<file path="config.mk">
export PLATFORM = sky130hd
export DESIGN_NAME = sbqm_queue_ctrl_flat
export DESIGN_NICKNAME = d
export VERILOG_FILES = /design/src/rtl/sbqm_queue_ctrl_if.sv /design/src/rtl/sbqm_queue_ctrl.sv /design/src/flat_wrapper.sv
export SDC_FILE = /design/constraint.sdc
export NUM_CORES = 1
export LEC_CHECK = 0
export CAP_MARGIN = 20
export CORE_MARGIN = 5
export CORE_UTILIZATION = 54
export DETAILED_ROUTE_END_ITERATION = 6
export PLACE_DENSITY = 0.8
export SLEW_MARGIN = 20
export SYNTH_ARGS = -nofsm -noshare
export SYNTH_HDL_FRONTEND = slang
export SYNTH_SLANG_ARGS = --single-unit
</file>
<file path="constraint.sdc">
create_clock -name clk -period 3.3 [get_ports clk]
set_input_delay 0.99 -clock clk [delete_from_list [all_inputs] [get_ports clk]]
set_output_delay 0.99 -clock clk [all_outputs]
set_load 0.01 [all_outputs]
</file>
<file path="src/rtl/sbqm_queue_ctrl_if.sv">
`default_nettype none
// ============================================================================
// Module      : sbqm_queue_ctrl_if
// Description : Sensor/teller/status bundle for the bank-queue sequencing
//               controller. The wait_time signal exists only when
//               SBQM_WAIT_TIME_EN is defined.
// Revision    : 1.0 - initial release
// ============================================================================
interface sbqm_queue_ctrl_if #(
    parameter int N  = 3,
    parameter int T  = 3,
    parameter int TW = 2
);
    logic          entry_sensor;
    logic [T-1:0]  teller_req;
    logic [N-1:0]  Pcount;
    logic          empty_flag;
    logic          full_flag;
    logic [T-1:0]  teller_grant;
    logic [TW-1:0] serve_id;
    logic          entry_reject;
`ifdef SBQM_WAIT_TIME_EN
    logic [N+3:0]  wait_time;
`endif

    // Sensor / teller side: drives the raw inputs, observes queue status.
    modport master (
        output entry_sensor, teller_req,
        input  Pcount, empty_flag, full_flag, teller_grant, serve_id, entry_reject
`ifdef SBQM_WAIT_TIME_EN
        , input wait_time
`endif
    );

    // Controller side.
    modport slave (
        input  entry_sensor, teller_req,
        output Pcount, empty_flag, full_flag, teller_grant, serve_id, entry_reject
`ifdef SBQM_WAIT_TIME_EN
        , output wait_time
`endif
    );
endinterface
`default_nettype wire

</file>
<file path="src/rtl/sbqm_queue_ctrl.sv">
`default_nettype none
// ============================================================================
// Module      : sbqm_queue_ctrl
// Description : Bank-queue sequencing controller. Counts arrivals from the
//               entry photocell, collects teller-free requests and dispatches
//               waiting customers to tellers round-robin (one dispatch per
//               two cycles). Maintains the people count and registered
//               empty/full flags.
//               Optional feature macro: SBQM_WAIT_TIME_EN adds the wait_time
//               output (Pcount * SVC_TIME minutes).
// Revision    : 1.0 - initial release
// ============================================================================
module sbqm_queue_ctrl #(
    parameter int N  = 3,
    parameter int T  = 3,
    parameter int TW = 2
`ifdef SBQM_WAIT_TIME_EN
    , parameter int SVC_TIME = 3
`endif
) (
    input  logic               clk,
    input  logic               reset,
    sbqm_queue_ctrl_if.slave   bus
);

    localparam logic [N-1:0] MAX_COUNT = {N{1'b1}};
    localparam logic [TW:0]  T_WIDE    = (TW+1)'(T);
    localparam logic [TW-1:0] RR_INIT  = TW'(T - 1);

    localparam logic [0:0] IDLE  = 1'b0;
    localparam logic [0:0] GRANT = 1'b1;

    // Input conditioning
    logic         entry_s1, entry_s2, entry_prev;
    logic [T-1:0] req_s1, req_s2, req_prev;
    logic         entry_ev;
    logic [T-1:0] req_ev;

    // Control state
    logic [0:0]    state;
    logic [T-1:0]  pending;
    logic [TW-1:0] rr_ptr;
    logic [N-1:0]  count;
    logic          empty_reg, full_reg;
    logic [T-1:0]  grant_reg;
    logic [TW-1:0] serve_reg;
    logic          reject_reg;

    // Combinational decisions
    logic          win_found;
    logic [TW-1:0] win_idx;
    logic [TW:0]   cand;
    logic          dispatch;
    logic [T-1:0]  grant_mask;
    logic [N-1:0]  count_next;
    logic          reject_next;

    assign entry_ev = entry_s2 & ~entry_prev;
    assign req_ev   = req_s2 & ~req_prev;

    // Two-flop synchronizers plus previous-value registers for edge detection.
    always_ff @(posedge clk) begin
        if (reset) begin
            entry_s1   <= 1'b0;
            entry_s2   <= 1'b0;
            entry_prev <= 1'b0;
            req_s1     <= '0;
            req_s2     <= '0;
            req_prev   <= '0;
        end else begin
            entry_s1   <= bus.entry_sensor;
            entry_s2   <= entry_s1;
            entry_prev <= entry_s2;
            req_s1     <= bus.teller_req;
            req_s2     <= req_s1;
            req_prev   <= req_s2;
        end
    end

    // Round-robin search: first pending teller strictly after rr_ptr, wrapping.
    always_comb begin
        win_found = 1'b0;
        win_idx   = '0;
        cand      = '0;
        for (int k = 1; k <= T; k++) begin
            cand = {1'b0, rr_ptr} + (TW+1)'(k);
            if (cand >= T_WIDE) begin
                cand = cand - T_WIDE;
            end
            if (!win_found && pending[cand[TW-1:0]]) begin
                win_found = 1'b1;
                win_idx   = cand[TW-1:0];
            end
        end
    end

    assign dispatch   = (state == IDLE) && win_found && (count != '0);
    assign grant_mask = dispatch ? (T'(1) << win_idx) : '0;

    // Next count: arrival and dispatch on the same edge cancel, even when full.
    always_comb begin
        count_next  = count;
        reject_next = 1'b0;
        if (entry_ev && !dispatch) begin
            if (count == MAX_COUNT) begin
                reject_next = 1'b1;
            end else begin
                count_next = count + N'(1);
            end
        end else if (!entry_ev && dispatch) begin
            count_next = count - N'(1);
        end
    end

    // Dispatch FSM, pending requests, count and registered flags.
    always_ff @(posedge clk) begin
        if (reset) begin
            state      <= IDLE;
            pending    <= '0;
            rr_ptr     <= RR_INIT;
            count      <= '0;
            empty_reg  <= 1'b1;
            full_reg   <= 1'b0;
            grant_reg  <= '0;
            serve_reg  <= '0;
            reject_reg <= 1'b0;
        end else begin
            // A new request edge wins over the clear of a same-cycle grant.
            pending    <= (pending & ~grant_mask) | req_ev;
            count      <= count_next;
            empty_reg  <= (count_next == '0);
            full_reg   <= (count_next == MAX_COUNT);
            reject_reg <= reject_next;
            grant_reg  <= grant_mask;
            serve_reg  <= dispatch ? win_idx : '0;
            case (state)
                IDLE: begin
                    if (dispatch) begin
                        state  <= GRANT;
                        rr_ptr <= win_idx;
                    end
                end
                GRANT:   state <= IDLE;
                default: state <= IDLE;
            endcase
        end
    end

    assign bus.Pcount       = count;
    assign bus.empty_flag   = empty_reg;
    assign bus.full_flag    = full_reg;
    assign bus.teller_grant = grant_reg;
    assign bus.serve_id     = serve_reg;
    assign bus.entry_reject = reject_reg;

`ifdef SBQM_WAIT_TIME_EN
    logic [N+3:0] wait_reg;

    // Estimated wait tracks the count on the same edge.
    always_ff @(posedge clk) begin
        if (reset) begin
            wait_reg <= '0;
        end else begin
            wait_reg <= (N+4)'(count_next) * (N+4)'(SVC_TIME);
        end
    end

    assign bus.wait_time = wait_reg;
`endif

endmodule
`default_nettype wire

</file>
<file path="src/flat_wrapper.sv">
// flat-port wrapper written by rule: the top's interface ports become plain ports
module sbqm_queue_ctrl_flat 
#(
    parameter int N  = 3,
    parameter int T  = 3,
    parameter int TW = 2

)
  (clk, reset, bus_entry_sensor, bus_teller_req, bus_Pcount, bus_empty_flag, bus_full_flag, bus_teller_grant, bus_serve_id, bus_entry_reject);
  sbqm_queue_ctrl_if #(.N(N), .T(T), .TW(TW)) bus_i ();
  input  logic clk;
  input  logic reset;
  input wire logic [$bits(bus_i.entry_sensor)-1:0] bus_entry_sensor;
  input wire logic [$bits(bus_i.teller_req)-1:0] bus_teller_req;
  output wire logic [$bits(bus_i.Pcount)-1:0] bus_Pcount;
  output wire logic [$bits(bus_i.empty_flag)-1:0] bus_empty_flag;
  output wire logic [$bits(bus_i.full_flag)-1:0] bus_full_flag;
  output wire logic [$bits(bus_i.teller_grant)-1:0] bus_teller_grant;
  output wire logic [$bits(bus_i.serve_id)-1:0] bus_serve_id;
  output wire logic [$bits(bus_i.entry_reject)-1:0] bus_entry_reject;
  assign bus_i.entry_sensor = bus_entry_sensor;
  assign bus_i.teller_req = bus_teller_req;
  assign bus_Pcount = bus_i.Pcount;
  assign bus_empty_flag = bus_i.empty_flag;
  assign bus_full_flag = bus_i.full_flag;
  assign bus_teller_grant = bus_i.teller_grant;
  assign bus_serve_id = bus_i.serve_id;
  assign bus_entry_reject = bus_i.entry_reject;
  sbqm_queue_ctrl #(.N(N), .T(T), .TW(TW)) u_core (.clk(clk), .reset(reset), .bus(bus_i));
endmodule
</file>
Word level (Yosys, flattened, before mapping) --
Cells that the tools add are included.
Word-level totals: flip-flop bits (word level) 29, bits of input ports 6, logic and storage cells 79, output and inout port bits 11
Cells by class: reductions and logical operators 15, shift operators 1, equal/unequal tests 2, add/sub/neg operators 8, mux-type cells 22, bitwise operators 10, $lt $le $gt $ge 6
Operator list (number):
- 2-to-1 mux 2 bit | 6
- 2-to-1 mux 3 bit | 4
- greater-or-equal comparator 3 x 2 -> 1 bit (second input constant) | 3
- less-than comparator 2 x 3 -> 1 bit (second input constant) | 3
- 2-to-1 mux 1 bit | 8
- adder 2 x 2 -> 3 bit (second input constant) | 2
- bitwise AND 3 bit | 2
- binary-select mux 1 bit (select 2 bit) | 3
- == test 3 bit (second input constant) | 2
- logical AND 1 bit | 6
- NOT 3 bit | 2
- subtractor 2 bit (second input constant) | 3
- logical NOT 1 bit | 4
- NOT 1 bit | 4
- OR reduction 2 bit | 2
- adder 2 x 1 -> 3 bit (second input constant) | 1
- adder 3 x 1 -> 3 bit (second input constant) | 1
- logical NOT 3 bit | 1
- OR 3 bit | 1
- nonzero test 3 bit | 1
- left shift 1 x 2 -> 3 bit (first input constant) | 1
- subtractor 3 x 1 -> 3 bit (second input constant) | 1
- one-hot mux 1 bit (2 select lines) | 1
- AND reduction 2 bit | 1
- bitwise AND 1 bit | 1

Depth between registers and ports, before layout --
depth after elaboration 18, gate-level depth with buffers 10, mapped depth without buffers 9

Worst setup path after synthesis --
OpenSTA, ideal clock, no wires.
path type reg2reg, start point reg u_core.rr_ptr[0], end point reg u_core.full_reg, in the netlist u_core.bus.full_flag, arrival 2238 ps, stages on the path, launching flop included 11, setup slack 946 ps, period minus slack after synthesis 2354 ps, data required time 3184 ps, setup time 116 ps, buffers on the path 2, cell sequence dfxtp_1 > buf_4 > inv_1 > ha_1 > buf_6 > mux2i_1 > o21a_2 > a31oi_2 > o21bai_2 > mux2_4 > and3_1
Between the ends: longest elaborated chain between the ends 18, elaborated cells on any way between the ends 33, those cells by class add/sub: 6; order compare: 3; eq/ne: 1; mux: 14; reduce/logical: 9
Ends and longest elaborated chain:
- from (decl) | RTL line sbqm_queue_ctrl.sv:42 | logic [TW-1:0] rr_ptr;
- from (signal assigned) | RTL line sbqm_queue_ctrl.sv:140 | rr_ptr <= win_idx;
- adder 2 x 1 -> 3 bit | RTL line sbqm_queue_ctrl.sv:86 | cand = {1'b0, rr_ptr} + (TW+1)'(k);
- greater-or-equal comparator 3 x 2 -> 1 bit / subtractor 2 bit (equally long branches) | RTL line sbqm_queue_ctrl.sv:87, sbqm_queue_ctrl.sv:88
- 2-to-1 mux 2 bit | RTL line sbqm_queue_ctrl.sv:87 | if (cand >= T_WIDE) begin
- binary-select mux 1 bit (select 2 bit) | RTL line sbqm_queue_ctrl.sv:90 | if (!win_found && pending[cand[TW-1:0]]) begin
- 2-to-1 mux 1 bit (implied by the code) | RTL line sbqm_queue_ctrl.sv:90
- 2-to-1 mux 1 bit | RTL line sbqm_queue_ctrl.sv:90
- logical NOT 1 bit | RTL line sbqm_queue_ctrl.sv:90
- logical AND 1 bit | RTL line sbqm_queue_ctrl.sv:90
- 2-to-1 mux 1 bit | RTL line sbqm_queue_ctrl.sv:90
- logical NOT 1 bit | RTL line sbqm_queue_ctrl.sv:90
- logical AND 1 bit | RTL line sbqm_queue_ctrl.sv:90
- 2-to-1 mux 1 bit * | RTL line sbqm_queue_ctrl.sv:90
- logical AND 1 bit * (2 in series) | RTL line sbqm_queue_ctrl.sv:97 | assign dispatch = (state == IDLE) && win_found && (count != '0);
- logical AND 1 bit / logical NOT 1 bit (equally long branches) | RTL line sbqm_queue_ctrl.sv:110, sbqm_queue_ctrl.sv:104
- 2-to-1 mux 3 bit / logical AND 1 bit (equally long branches) | RTL line sbqm_queue_ctrl.sv:110, sbqm_queue_ctrl.sv:104
- 2-to-1 mux 3 bit * | RTL line sbqm_queue_ctrl.sv:104 | if (entry_ev && !dispatch) begin
- == test 3 bit * | RTL line sbqm_queue_ctrl.sv:132 | full_reg <= (count_next == MAX_COUNT);
- to (signal assigned) | RTL line sbqm_queue_ctrl.sv:132
- to (decl) | RTL line sbqm_queue_ctrl.sv:44 | logic empty_reg, full_reg;
Mark *: on every way between the ends. The rest lies on a longest branch, timed or not. The select of a mux whose other input is x is not followed. A chain may end at the register's enable or synchronous reset.

Final worst setup path --
Same ends and word-level chain as after synthesis.

==> results_dict.tcl <==
set metrics [dict create \
    ys_warn_count 0 \
    dp_hpwl_mm 2.094 \
    synthToLayoutAreaGrowth_pct 17.21 \
    synth_seq_cells 29 \
    die_height_um 60.58 \
    synth.top_cell.area_share_pct 42.03 \
    end_kind "flop" \
    switching_share_pct 37.80 \
    path_clk_slew_ps 90 \
    setup_viol 0 \
    synth_cell_types 42 \
    crit_arrival_ps 3150 \
    synth_top_area_cell "dfxtp_1" \
    yosysSeqAreaShare_pct 42.03 \
    routed_wirelength_mm 2.843 \
    met3_usage_pct 5.957 \
    io_buffers 16 \
    met1_usage_pct 20.00 \
    setup_tns_ps 0 \
    seqPwrFrac_pct 38.4 \
    combPwrFrac_pct 42.5 \
    start_util_pct 56.27 \
    cts_buffers 5 \
    drive_gt1_share_pct 12.43 \
    grt_use_met2_pct 30.08 \
    wl_per_cell_um 14.29 \
    final_util_pct 65.95 \
    holdBufCountCts 0 \
    place_congestion 0.8227 \
    nets 180 \
    rsz0062_at_grt "false" \
    postRouteAntennaNets 0 \
    fin_crit_ps 2866 \
    fin_cells 199 \
    dr.pass1.iters 4 \
    drt-initial-drc-count 65 \
    clk_latency_ps 330 \
    diodes 0 \
    grt-ovfl-total 0 \
    grt_max_degree 25 \
    cts_tree "done" \
    preCtsSetupSlack_ps 455.7 \
    holdWs_ps 449.8 \
    p_sw_uw 407.3 \
    cts-root-buf "clkbuf_4" \
    drv_slew 0 \
    timing.final.crit_share_pct 86.86 \
    coreArea_mm2 0.002455 \
    die_w_um 60.58 \
    dpl.cell_count 191 \
    clk_path_buf_depth 2 \
    grt_first_pass_wirelength_mm 4.712 \
    max-slew-margin-rel_pct 69.27 \
    fmax_mhz 348.9 \
    viasPerCell 5.724 \
    synth_ff_type "dfxtp_1" \
    fin_ws_ps 433.5 \
    maxCapViolCount 0 \
    cp_data_required_time_ps 3580 \
    mostFrequentLayoutCells "dfxtp_1 (29), clkdlybuf4s50_1 (16), nor2b_1 (15)" \
    tightest_slew_ps 461.0 \
    status "finished, final reports clean" \
    busiest_layer "met2" \
    synth-edff-count 0 \
    cts_max_level 2 \
    p_int_uw 670.1 \
    post_cts_buffers 0 \
    io_pins 17 \
    syn_area_mm2 0.001381 \
    critPathKind "reg -> reg" \
    p_clk_share_pct 19.2 \
    final_common_cell "dfxtp_1" \
    synth.area.top_cells "dfxtp_1 (42%), nor2b_1 (6.8%), ha_1 (5.4%), nor2_1 (3.0%), nand2_1 (2.7%)" \
    syn_nets 160 \
    cellPowerDensity_mw_per_mm2 665.5 \
    cts_resized 0 \
    synthArstFlopShare_pct 0 \
    die_area_mm2 0.003669 \
    startpoint_type "flop" \
    syn_inst 148 \
    grt_usage_pct 17.61 \
    fin_skew_ps 2.161 \
    leakagePower_nw 0.6562 \
    hold_viol_final 0 \
    clock_sinks 29 \
    critPathMaxFanout 13 \
    antenna_found_initial 0 \
    std_cell_rows 18 \
    ir_worst_vdd_uv 485.6 \
    vias 1139 \
    hp-class "reg -> reg" \
    synth_area_per_cell_um2 9.333 \
    grt_pass1_vias 1066 \
    drc 0 \
]
## flip-flops by register name (all words and copies together), names as in the netlist
signal / count
u_core.bus.entry_reject: 1
u_core.entry_s2: 1
u_core.req_prev: 3
u_core.req_s2: 3
u_core.bus.empty_flag: 1
u_core.pending: 3
u_core.bus.Pcount: 3
u_core.entry_s1: 1
u_core.bus.full_flag: 1
u_core.rr_ptr: 2
u_core.state: 1
u_core.entry_prev: 1
u_core.bus.serve_id: 2
u_core.req_s1: 3
u_core.bus.teller_grant: 3
## power groups by stage
stage          registers (mW)  logic (mW)  clock network (mW)
2_1_floorplan           0.427       0.313                   0
3_3_place_gp            0.422       0.427                   0
3_5_place_dp            0.422       0.447                   0
4_1_cts                 0.414       0.455               0.212
5_1_grt                 0.420       0.498               0.232
6_report                0.413       0.457               0.207
## cell families after synthesis
| family | synth area share [%] |
|---|---|
| and+or+nand+nor | 23.73 |
| buffers and inverters | 4.348 |
| xor gates and xnor gates | 0.6342 |
| DFF | 42.03 |
| AOI/OAI and AO/OA | 20.47 |
| adders and majority gates | 5.435 |
| muxes | 3.351 |
## final cells by class
cell class	instances	area [um2]
Inverter	8	30.03
Tap cell	30	37.54
Fill cell	208	835.8
Timing Repair Buffer	18	175.2
Clock buffer	5	37.54
Sequential cell	29	580.6
Multi-Input combinational cell	106	740.7
Clock inverter	3	17.52
## worst max-delay path, stage by stage, from the launching register on
cell       delay (ps)
dfxtp_1           510
inv_1             130
ha_1              600
mux2i_1           390
o2bb2ai_1         220
o31ai_4           480
nand4_1           190
nand3_1           140
and3_1            150
## cells in the mapped netlist (3+ instances only)
master,instances
nor2b_1,15
dfxtp_1,29
nand3_1,7
nor2_1,11
nor3_1,5
nor4_1,3
inv_1,8
o21ai_0,6
o211ai_1,5
ha_1,6
nand2_1,10
a21oi_1,4
clkbuf_1,3
## per-stage QoR
stage          power [mW]  cell area (um2)
2_1_floorplan      0.7402             1381
3_3_place_gp       0.8484             1564
3_5_place_dp       0.8683             1564
4_1_cts             1.081             1619
5_1_grt             1.150             1619
6_report            1.077             1619
## routing by layer
layer	part of all wire, %	vias to the layer above
met5	0	-
met4	2.6	0
met3	5.7	10
met2	50	35
met1	41	533
li1	-	561
## path summary, 6_finish.rpt
path / startpoint / to / slack, ps / depth (start not counted)
worst min register to register: u_core.req_s1[0] / u_core.req_s2[0] / 450 / 1
worst max-delay path: u_core.rr_ptr[0] / u_core.bus.full_flag / 430 / 8
worst min-delay path: u_core.req_s1[0] / u_core.req_s2[0] / 450 / 1
worst max register to register: u_core.rr_ptr[0] / u_core.bus.full_flag / 430 / 8
(Power assumes the default switching activity.)
